[config.mk]
export PLATFORM = sky130hd
export DESIGN_NAME = datapath_sequencer
export DESIGN_NICKNAME = d
export VERILOG_FILES = /design/src/rtl/datapath_sequencer.sv
export SDC_FILE = /design/constraint.sdc
export NUM_CORES = 1
export LEC_CHECK = 0
export CORE_ASPECT_RATIO = 0.8
export CORE_MARGIN = 4
export CORE_UTILIZATION = 34
export CTS_BUF_LIST = sky130_fd_sc_hd__clkbuf_4 sky130_fd_sc_hd__clkbuf_8
export CTS_CLUSTER_SIZE = 20
export DETAILED_ROUTE_END_ITERATION = 10
export PLACE_DENSITY = 0.82
export RECOVER_POWER = 100
export SYNTH_ARGS = -nofsm -noshare
export SYNTH_HDL_FRONTEND = slang
export SYNTH_SLANG_ARGS = --single-unit
[constraint.sdc]
create_clock -name clk -period 2.1 [get_ports clk]
set_input_delay 0.525 -clock clk [delete_from_list [all_inputs] [get_ports clk]]
set_output_delay 0.525 -clock clk [all_outputs]
set_load 0.05 [all_outputs]
[src/rtl/datapath_sequencer.sv]
// rtl/datapath_sequencer.sv - fetch/decode/execute control FSM for the 16-bit RISC datapath; SEQ_BRANCH_EN adds B/BL/BX
module datapath_sequencer #(
    parameter int IW       = 16,
    parameter int MEM_WAIT = 1
) (
    input  logic          clk,
    input  logic          rst_n,
    input  logic [IW-1:0] instr,
    input  logic [2:0]    status,
    input  logic          mem_rdy,
    output logic          load_ir,
    output logic          load_pc,
    output logic [1:0]    pc_sel,
    output logic          addr_sel,
    output logic          load_addr,
    output logic [1:0]    mem_cmd,
    output logic [2:0]    readnum,
    output logic [2:0]    writenum,
    output logic          write,
    output logic          loada,
    output logic          loadb,
    output logic          loadc,
    output logic          loads,
    output logic          asel,
    output logic          bsel,
    output logic [1:0]    vsel,
    output logic [1:0]    shift,
    output logic [1:0]    ALUop,
    output logic [2:0]    opcode,
    output logic [15:0]   sximm5,
    output logic [15:0]   sximm8,
    output logic          halted
);

    localparam logic [2:0] OPC_B    = 3'b001;
    localparam logic [2:0] OPC_BL   = 3'b010;
    localparam logic [2:0] OPC_LDR  = 3'b011;
    localparam logic [2:0] OPC_STR  = 3'b100;
    localparam logic [2:0] OPC_ALU  = 3'b101;
    localparam logic [2:0] OPC_MOV  = 3'b110;
    localparam logic [2:0] OPC_HALT = 3'b111;

    localparam logic [1:0] CMD_NONE  = 2'b00;
    localparam logic [1:0] CMD_READ  = 2'b01;
    localparam logic [1:0] CMD_WRITE = 2'b10;

    typedef enum logic [4:0] {
        S_RST, S_IF1, S_IF2, S_UPD, S_DEC,
        S_GETA, S_GETB, S_EXE, S_WR,
        S_ADDR, S_MRD, S_GETD, S_MOVD, S_MWR,
        S_HALT, S_BR, S_BLWR, S_BX
    } state_t;

    state_t r_state;
    state_t w_next;

    logic [2:0] w_opc;
    logic [1:0] w_op;
    logic [2:0] w_rn;
    logic [2:0] w_rd;
    logic [1:0] w_sh;
    logic [2:0] w_rm;
    logic       w_mem_done;

    assign w_opc = instr[15:13];
    assign w_op  = instr[12:11];
    assign w_rn  = instr[10:8];
    assign w_rd  = instr[7:5];
    assign w_sh  = instr[4:3];
    assign w_rm  = instr[2:0];

    assign opcode = w_opc;
    assign sximm5 = {{11{instr[4]}}, instr[4:0]};
    assign sximm8 = {{8{instr[7]}}, instr[7:0]};

    // With a single-cycle RAM the hold states never wait for mem_rdy
    assign w_mem_done = (MEM_WAIT != 0) ? mem_rdy : 1'b1;

`ifdef SEQ_BRANCH_EN
    logic w_v, w_n, w_z;
    logic w_take;
    assign {w_v, w_n, w_z} = status;

    // Branch condition, selected by the Rn field
    always_comb begin
        w_take = 1'b0;
        case (w_rn)
            3'b000:  w_take = 1'b1;
            3'b001:  w_take = w_z;
            3'b010:  w_take = ~w_z;
            3'b011:  w_take = (w_n != w_v);
            3'b100:  w_take = (w_n != w_v) | w_z;
            default: w_take = 1'b0;
        endcase
    end
`else
    logic w_unused_status;
    assign w_unused_status = ^status;
`endif

    // State register
    always_ff @(posedge clk or negedge rst_n) begin
        if (!rst_n) r_state <= S_RST;
        else        r_state <= w_next;
    end

    // Next-state decode; instr is stable from DEC until the next IF2
    always_comb begin
        w_next = r_state;
        case (r_state)
            S_RST: w_next = S_IF1;
            S_IF1: w_next = S_IF2;
            S_IF2: if (w_mem_done) w_next = S_UPD;
            S_UPD: w_next = S_DEC;
            S_DEC: begin
                w_next = S_IF1;
                case (w_opc)
                    OPC_MOV: begin
                        if (w_op == 2'b10)      w_next = S_WR;
                        else if (w_op == 2'b00) w_next = S_GETB;
                    end
                    OPC_ALU, OPC_LDR, OPC_STR: w_next = S_GETA;
                    OPC_HALT: w_next = S_HALT;
`ifdef SEQ_BRANCH_EN
                    OPC_B: if (w_take) w_next = S_BR;
                    OPC_BL: begin
                        if (w_op == 2'b11)      w_next = S_BLWR;
                        else if (w_op == 2'b00) w_next = S_GETA;
                    end
`endif
                    default: w_next = S_IF1;
                endcase
            end
            S_GETA: begin
                w_next = S_EXE;
                if (w_opc == OPC_ALU) w_next = S_GETB;
`ifdef SEQ_BRANCH_EN
                if (w_opc == OPC_BL)  w_next = S_BX;
`endif
            end
            S_GETB: w_next = S_EXE;
            S_EXE: begin
                if (w_opc == OPC_LDR || w_opc == OPC_STR)      w_next = S_ADDR;
                else if (w_opc == OPC_ALU && w_op == 2'b01)    w_next = S_IF1;
                else                                           w_next = S_WR;
            end
            S_WR:   w_next = S_IF1;
            S_ADDR: w_next = (w_opc == OPC_LDR) ? S_MRD : S_GETD;
            S_MRD:  if (w_mem_done) w_next = S_WR;
            S_GETD: w_next = S_MOVD;
            S_MOVD: w_next = S_MWR;
            S_MWR:  if (w_mem_done) w_next = S_IF1;
            S_HALT: w_next = S_HALT;
            S_BR:   w_next = S_IF1;
            S_BLWR: w_next = S_BR;
            S_BX:   w_next = S_IF1;
            default: w_next = S_RST;
        endcase
    end

    // Moore output decode; everything is forced idle while rst_n is low
    always_comb begin
        load_ir   = 1'b0;
        load_pc   = 1'b0;
        pc_sel    = 2'b00;
        addr_sel  = 1'b0;
        load_addr = 1'b0;
        mem_cmd   = CMD_NONE;
        readnum   = 3'd0;
        writenum  = 3'd0;
        write     = 1'b0;
        loada     = 1'b0;
        loadb     = 1'b0;
        loadc     = 1'b0;
        loads     = 1'b0;
        asel      = 1'b0;
        bsel      = 1'b0;
        vsel      = 2'b00;
        shift     = 2'b00;
        ALUop     = 2'b00;
        halted    = 1'b0;
        if (rst_n) begin
            case (r_state)
                S_RST: load_pc = 1'b1;
                S_IF1: begin
                    addr_sel = 1'b1;
                    mem_cmd  = CMD_READ;
                end
                // Address stays on PC for the whole fetch hold
                S_IF2: begin
                    addr_sel = 1'b1;
                    mem_cmd  = CMD_READ;
                    load_ir  = w_mem_done;
                end
                S_UPD: begin
                    load_pc = 1'b1;
                    pc_sel  = 2'b01;
                end
                S_GETA: begin
                    readnum = w_rn;
`ifdef SEQ_BRANCH_EN
                    if (w_opc == OPC_BL) readnum = w_rd;
`endif
                    loada = 1'b1;
                end
                S_GETB: begin
                    readnum = w_rm;
                    loadb   = 1'b1;
                end
                S_EXE: begin
                    loadc = 1'b1;
                    if (w_opc == OPC_LDR || w_opc == OPC_STR) begin
                        bsel = 1'b1;
                    end else if (w_opc == OPC_MOV) begin
                        asel  = 1'b1;
                        shift = w_sh;
                    end else begin
                        ALUop = w_op;
                        shift = w_sh;
                        loads = (w_op == 2'b01);
                    end
                end
                S_WR: begin
                    write = 1'b1;
                    if (w_opc == OPC_MOV && w_op == 2'b10) begin
                        writenum = w_rn;
                        vsel     = 2'b10;
                    end else if (w_opc == OPC_LDR) begin
                        writenum = w_rd;
                        vsel     = 2'b11;
                    end else begin
                        writenum = w_rd;
                        vsel     = 2'b00;
                    end
                end
                S_ADDR: load_addr = 1'b1;
                S_MRD:  mem_cmd   = CMD_READ;
                S_GETD: begin
                    readnum = w_rd;
                    loadb   = 1'b1;
                end
                S_MOVD: begin
                    asel  = 1'b1;
                    loadc = 1'b1;
                end
                S_MWR:  mem_cmd = CMD_WRITE;
                S_HALT: halted  = 1'b1;
                S_BR: begin
                    load_pc = 1'b1;
                    pc_sel  = 2'b10;
                end
                S_BLWR: begin
                    writenum = 3'd7;
                    vsel     = 2'b01;
                    write    = 1'b1;
                end
                S_BX: begin
                    load_pc = 1'b1;
                    pc_sel  = 2'b11;
                end
                default: ;
            endcase
        end
    end

endmodule

==> results.md, run 1 <==
- Status: stopped before the end
- Halt Stage: global routing (5_1_grt)
- Err: [ERROR DPL-0038] Utilization greater than 100%, impossible to legalize
- Final HPWL DP: just over 4000 um
- Largest net degree at the start of global routing: 13
- Row cnt: 18
- Worst endpoint type: output port
- Avg Inst Size Synth: approximately 6.7 um2
- I/O Pins: 85
- FF+latch count, synth: 4
- Synth top area share: 0.257
- H-tree level count: 1
- RePlAce Congestion: 0.974
- Num CTS Buffers: 3
- Async set-or-reset flop fraction in the synthesized netlist: 1.00
- Netlist cell types: 38
- CTS Sinks: 4
- Clk buf depth: 2
- Port bufs: 81
- Synth area leader: buf_4
- Syn Inst Count: 162
- Cts hold-fix bufs: 0
- Synth Net Count: 184
- Ranking of synthesized cells by area: buf_4, dfrtp_1, nor2_1
- Pre-CTS setup slack: -453 ps
- Die height: 58.4 um
- Crit. endpoint post-GRT repair: readnum[2]
- Die width: 71.0 um
- EDFF count, synth: 0
- Top_reg_cell synth: dfrtp_1
- Root Driver: clkbuf_8
- Sequential-to-total area share from yosys stat: 0.0927
- YS warnings: 0
- Post-Syn Area: ~0.0011 mm2
- Starting Density: 0.353
-- metrics by stage --
step	TNS (ps)	cells	area [um2]
floorplan	-689	162	1120
global placement	-7330	279	2610
detailed placement	-8430	279	2610
CTS	-283	292	2850
-- timing repair --
| action | 4_1_cts |
|---|---|
| pin swaps | 13 |
| endpoints found under the setup margin | 28 |
| setup buffers | 10 |
| resized for setup | 66 |
-- cells in the mapped netlist (2+ instances only) --
| cell type | number |
|---|---|
| mux2i_1 | 3 |
| o211ai_1 | 4 |
| clkbuf_1 | 2 |
| and2_1 | 3 |
| nor2b_1 | 6 |
| nand2b_1 | 3 |
| inv_1 | 4 |
| a22o_1 | 4 |
| nand3b_1 | 2 |
| o21a_1 | 2 |
| nor2_1 | 23 |
| o21ai_0 | 7 |
| nor3_1 | 3 |
| and3_1 | 7 |
| dfrtp_1 | 4 |
| a21oi_1 | 8 |
| a31oi_1 | 2 |
| nand2_1 | 12 |
| buf_4 | 37 |
| buf_2 | 2 |
| a32oi_1 | 3 |
| nand3_1 | 4 |
| buf_6 | 2 |
-- logic make-up after synthesis --
group | Yosys count | share of synthesized area
AND/OR/NAND/NOR | 68 | 0.314
buffers and inverters | 48 | 0.313
AO/OA/AOI/OAI | 37 | 0.234
multiplexers | 4 | 0.0382
flip-flops | 4 | 0.0927
XOR/XNOR | 1 | 0.00811
==> run 2, diff against run 1 <==
==> config.mk (replaced) <==
export PLATFORM = sky130hd
export DESIGN_NAME = datapath_sequencer
export DESIGN_NICKNAME = d
export VERILOG_FILES = /design/src/rtl/datapath_sequencer.sv
export SDC_FILE = /design/constraint.sdc
export NUM_CORES = 1
export LEC_CHECK = 0
export CORE_AREA = 4 4 65 67
export DETAILED_ROUTE_END_ITERATION = 10
export DIE_AREA = 0 0 69 71
export PLACE_DENSITY_LB_ADDON = 0.15
export RECOVER_POWER = 100
export SYNTH_ARGS = -nofsm -noshare
export SYNTH_HDL_FRONTEND = slang
export SYNTH_SLANG_ARGS = --single-unit
==> run 2 against run 1 <==
The flow now finishes, with violations (negative setup slack). Area after synthesis did not move. Synthesized cell count did not move.
==> results.md, run 2 <==
- Ranking of synthesized cells by area: buf_4, dfrtp_1, nor2_1
- Worst Hold Slack: roughly 460 ps
- Setup Skew: 3.06 ps
- Syn Inst Count: around 160
- Biggest regs: r_state: 4 flops
- Antenna viol nets, final: 0
- FF+latch count, synth: 4
- Max Fanout on Critical Path: 3
- Slew margin rel.: 0.584
- Final Setup Violations: 9
- Area post-placement: ~0.0027 mm2
- Failing checks: negative setup slack
- Starting Density: 0.297
- Tightest Hold Check Type: input port to async pin
- Post-Syn Area: 0.00108 mm2
- Peak VDD IR: 0.414 mV
- Unrepaired setup endpoints after global routing: true
- CTS tree: done
- Slew Viols, Final: 0
- DRT Wirelength: 5270 um
- Routed len/inst: 17.3 um
- Stages on worst setup path: 4
- Port bufs: 81
- Total GRT Usage: 0.198
- Number of global-route vias before repair: 1621
- R2r startpoint: r_state[1]
- Worst skew pair latency: roughly 210 ps
- Row cnt: 22
- Fmax: ~450 MHz
- Top_reg_cell synth: dfrtp_1
- Layout overhead on the synthesized area: 140%
- Total congestion overflow: 0
- Die width: 69 um
- Synth area leader: buf_4
- Worst slew pin tran: 627 ps
- Worst setup EP type: output port
- Crit path DAT: approximately 1700 ps
- Crit path kind: input port to output port
- Most frequent cells after synthesis: buf_4, nor2_1, nand2_1, a21oi_1
- Final Hold Viols: 0
- Post-route setup slack: -108 ps
- Layout cells sized above 1: 0.619
- Vias/cell: 5.22
- Most frequent cell after synthesis: buf_4
- MaxCap Viol Count: 0
- Die area: 0.00490 mm2
- Most flops, register: r_state
- Most frequent cells in the layout: buf_4, buf_12, buf_6, nor2_2, nand2_1
- Routed via count: 1593
- Async set-or-reset flop fraction in the synthesized netlist: 1.00
- Clock-pin slew on the worst setup and hold paths: 30 ps
- Synth Net Count: between 150 and 200
- RePlAce Congestion: 0.855
- Flip-flop count of the largest register after layout: 4
- Largest net degree at the start of global routing: 14
- EDFF count, synth: 0
- Crit path launch type: input port
- Worst endpoint required time: 1570 ps
- Slowest stage delay, CP: 620 ps
- FILL cells: approximately 290
- 1st-pass router iterations: 5
- Sequential-to-total area share from yosys stat: 0.0927
- CP delay by family, top: buffers and inverters
- Min Tclk post-route: approximately 2200 ps
- PD cells: roughly 900 mW/mm2
- Iter 0 DRT Violations: 75
- I/O Pins: 85
- Floorplan core area: between 0.003 and 0.004 mm2
- Final period util: 1.05
- H-tree level count: 1
- Critical path buffers and inverters: 2
- Critical-path top delay cell: dlygate4sd3_1
- Register-to-Register Setup Slack: 290 ps
- Avg Inst Size Synth: 6.67 um2
- Synth top area share: 0.257
- Cts hold-fix bufs: 0
- Critical path startpoint: instr[6]
- Status: finished, violations left
- Ant. Diodes: 0
- Reg2Reg Depth: 7
- Netlist cell types: 38
- YS warnings: 0
- First-pass GRT wire length: 8070 um
- CTS Sinks: 4
- Root Driver: clkbuf_8
- # DRC: 0
- Die height: 71 um
- Final #Nets: 281
- Most common cell after layout, fill and taps aside: buf_4
- LEAKAGE: 1.12 nW
- Final HPWL DP: 4050 um
- Num CTS Buffers: 3
- Crit path cell chain: dlygate4sd3_1, a32oi_1, nor2_2, buf_12
- Clk buf depth: 2
- Design area: 0.00259 mm2
- Initial antenna violation count: 0
[run 2: cell counts after synthesis]
Identical to the previous run, type by type.
[run 2: cell type report]
| cell class | count | area (um2) | area share |
|---|---|---|---|
| Timing Repair Buffer | 136 | 1570 | 0.605 |
| Multi-Input combinational cell | 110 | 797 | 0.308 |
| Sequential cell | 4 | 105 | 0.0406 |
| Tap cell | 48 | 60.1 | 0.0232 |
| Clock buffer | 3 | 41.3 | 0.0160 |
| Inverter | 4 | 18.8 | 0.00725 |
[run 2: repair_timing]
action,CTS,global route
gates cloned,0,0
setup buffers,7,1
gates resized for setup,50,15
pin swaps,8,3
endpoints found under the setup margin,28,19
[run 2: final timing paths]
| check | end |
|---|---|
| worst max register to register | r_state[0] |
| worst min-delay path | r_state[3] |
| max in group asynchronous | r_state[2] |
| worst max-delay path | readnum[1] |
| min in group clk | r_state[3] |
| worst min register to register | r_state[3] |
[run 2: kinds of logic (layout without fill, tap and decap cells)]
logic type / after synthesis / count (layout) / synth area share
multiplexers: 4 / 4 / 0.0382
AO/OA/AOI/OAI: 37 / 37 / 0.234
XOR/XNOR: 1 / 1 / 0.00811
flip-flops: 4 / 4 / 0.0927
buffers and inverters: 48 / 143 / 0.313
AND/OR/NAND/NOR: 68 / 68 / 0.314
[run 2: worst reg2reg max path, cell delays in order (launching register included)]
cell and delay [ps]:
dfrtp_2 440, buf_4 150, buf_4 130, or3b_1 360, a21oi_1 180, a31oi_1 80, o21bai_1 170, a21bo_1 200
[run 2: power by group]
group          switching (mW)  total, mW  internal [mW]
combinational            1.08       1.96          0.889
clock                  0.0361      0.158          0.122
sequential             0.0745      0.200          0.126
[run 2: metal layers]
| layer | up-vias | share of wire | GRT usage | wire length [um] |
|---|---|---|---|---|
| met5 | - | 0 | 0 | 0 |
| met4 | 0 | 0.020 | 0.0564 | 107 |
| met3 | 14 | 0.092 | 0.0838 | 485 |
| met2 | 105 | 0.54 | 0.374 | 2870 |
| met1 | 751 | 0.34 | 0.198 | 1810 |
| li1 | 723 | - | - | - |
[run 2: metrics by stage]
stage	instances	total power [mW]	setup TNS [ps]	worst slack, ps	util
6_report	305	2.32	-456	-108	0.712
2_1_floorplan	162	1.22	-689	-241	-
5_1_grt	305	2.45	-1360	-133	0.712
4_1_cts	304	2.33	-116	-40.5	0.784
3_3_place_gp	294	2.00	-5390	-345	0.736
3_5_place_dp	294	2.03	-5810	-345	0.736
(Power assumes the default switching activity.)
==> run 3, diff against run 2 <==
--- a/config.mk
+++ b/config.mk
@@ -8,8 +8,10 @@
 export CORE_AREA = 4 4 65 67
 export DETAILED_ROUTE_END_ITERATION = 10
 export DIE_AREA = 0 0 69 71
+export HOLD_SLACK_MARGIN = 0.15
 export PLACE_DENSITY_LB_ADDON = 0.15
 export RECOVER_POWER = 100
+export SETUP_SLACK_MARGIN = 0.02
 export SYNTH_ARGS = -nofsm -noshare
 export SYNTH_HDL_FRONTEND = slang
 export SYNTH_SLANG_ARGS = --single-unit
==> run 3 against run 2 <==
The flow still finishes with violations (negative setup slack). Total power is 13% higher. Utilization is 9.1 points higher. Global-route usage is 2.5 points higher. Wire length is 6.9% higher. Non-clock buffer count is 5 lower. Critical path depth is 2 higher. Worst hold slack worse by 1.0 ps.
==> results.md, run 3 (synthesis results as in run 2) <==
- Flip-flop count of the largest register after layout: 4
- Final period util: 1.04
- MaxCap Viol Count: 0
- Area post-placement: ~0.0026 mm2
- Iter 0 DRT Violations: between 100 and 150
- Ant. Diodes: 0
- R2R Path End: r_state[0]
- Logic pwr share: 0.853
- Slew margin rel.: 0.704
- Vias/cell: 5.38
- Most frequent cells in the layout: buf_12, buf_4, nor2_2, nand2_1, clkdlybuf4s50_1
- Floorplan core area: 0.00363 mm2
- Number of global-route vias before repair: 1646
- PD cells: 897 mW/mm2
- Row cnt: 22
- Crit path cell chain: nor2b_4, mux2_4, a22o_4, nand2_8, nor2_4, buf_12
- Failing checks: negative setup slack
- Total GRT Usage: 0.224
- Final Setup Violations: 12
- CTS Sinks: 4
- Crit path DAT: 1660 ps
- CP delay by family, top: flip-flops
- Starting Density: 0.297
- Final HPWL DP: just over 4000 um
- Initial antenna violation count: 0
- Post-route setup slack: -86.6 ps
- Clock-pin slew on the worst setup and hold paths: 30 ps
- R2r startpoint: r_state[1]
- Slowest stage delay, CP: ~450 ps
- Switching power: 1.33 mW
- RePlAce Congestion: 0.856
- Max Fanout on Critical Path: 4
- Layout cells sized above 1: 0.683
- Register-to-Register Setup Slack: 320 ps
- Die area: 0.00490 mm2
- Tightest Hold Check Type: input port to async pin
- Worst slew pin tran: 433 ps
- Layout overhead on the synthesized area: 170%
- Crit path launch type: register
- Critical-path top delay cell: dfrtp_2
- Final #Nets: 276
- Min Tclk post-route: 2190 ps
- Total congestion overflow: 0
- Final Hold Viols: 0
- Root Driver: clkbuf_8
- Unrepaired setup endpoints after global routing: true
- Reg power frac: 0.083
- Port bufs: 81
- Setup Skew: 3.43 ps
- Routed len/inst: about 19 um
- Peak VDD IR: between 0.4 and 0.5 mV
- Most common cell after layout, fill and taps aside: buf_12
- Routed via count: 1613
- Internal power: 1.29 mW
- Sw Share: 0.506
- Die width: ~70 um
- Status: finished, violations left
- I/O Pins: 85
- Antenna viol nets, final: 0
- CTS tree: done
- Largest net degree at the start of global routing: 14
- Cts hold-fix bufs: 0
- Reg2Reg Depth: 6
- Crit path kind: register to output port
- Worst endpoint required time: 1570 ps
- Critical path buffers and inverters: 1
- Biggest regs: r_state: 4 flops
- Design Power: 2.62 mW
- Design area: 0.00292 mm2
- Worst setup EP type: output port
- 1st-pass router iterations: 5
- Num CTS Buffers: 3
- Fmax: 457 MHz
- Die height: 71 um
- Clk buf depth: 2
- Clock share of power: 0.064
- Worst skew pair latency: around 220 ps
- Most flops, register: r_state
- Slew Viols, Final: 0
- H-tree level count: 1
- LEAKAGE: 1.26 nW
- DRT Wirelength: ~5600 um
- # DRC: 0
- First-pass GRT wire length: ~8900 um
==> run 3: cell count changes in the layout (fill, tap and decap cells not counted), moves of 3 or more <==
cell,before,now
buf_6,21,4
nor2_1,10,6
clkbuf_1,10,0
buf_12,39,64
dlygate4sd3_1,3,0
nor2_4,0,5
==> run 3: what timing repair did <==
action                                  4_1_cts  5_1_grt
pin swaps                                    14       11
resized for setup                            61       17
endpoints found under the setup margin       28       25
buffers inserted                              6        3
==> run 3: layout make-up <==
class / instances / area (um2)
Multi-Input combinational cell: 110 / 855
Tap cell: 48 / 60.1
Timing Repair Buffer: 131 / 1840
Inverter: 4 / 18.8
Sequential cell: 4 / 105
Clock buffer: 3 / 41.3
Fill cell: 210 / 714
==> run 3: worst max path at each step <==
stage                from     endpoint  slack, ps  depth (start not counted)
6_report       r_state[3]   readnum[1]        -90                          6
5_1_grt        r_state[0]      load_pc       -120                          6
3_5_place_dp    instr[15]  writenum[0]       -420                          7
4_1_cts        r_state[2]   readnum[2]        -60                          6
3_3_place_gp    instr[14]  writenum[0]       -310                          7
2_1_floorplan   instr[14]  writenum[1]       -240                          5
==> run 3: power by group through the flow <==
stage                     clock [mW]  sequential (mW)  combinational (mW)
after detailed placement           0            0.187                1.79
final                          0.167            0.218                2.23
after global placement             0            0.186                1.75
after global routing           0.179            0.221                2.34
after floorplan                    0            0.153                1.07
after CTS                      0.171            0.204                2.02
==> run 3: metrics by stage <==
step	hold WS (ps)	utilization	TNS, ps	cells	worst slack (ps)
floorplan	229	-	-635	162	-241
global placement	792	0.720	-4810	288	-314
detailed placement	807	0.720	-6640	288	-423
CTS	445	0.781	-174	297	-59.2
global route	465	0.803	-1390	300	-115
finish	454	0.803	-481	300	-86.6
==> run 3: metal layers <==
metal / global-route usage / wire length (um) / up-vias / part of all wire
met5: 0 / 0 / - / 0
met4: 0.106 / 205 / 0 / 0.036
met3: 0.0852 / 562 / 22 / 0.10
met2: 0.423 / 3000 / 115 / 0.53
met1: 0.212 / 1860 / 758 / 0.33
li1: - / - / 718 / -
==> run 4, diff against run 3 <==
--- a/config.mk
+++ b/config.mk
@@ -10,7 +10,7 @@
 export DIE_AREA = 0 0 69 71
 export HOLD_SLACK_MARGIN = 0.15
 export PLACE_DENSITY_LB_ADDON = 0.15
-export RECOVER_POWER = 100
+export RECOVER_POWER = 50
 export SETUP_SLACK_MARGIN = 0.02
 export SYNTH_ARGS = -nofsm -noshare
 export SYNTH_HDL_FRONTEND = slang
==> results of run 4 <==
Same layout as run 3: the final DEF is identical, and so are final timing and power.
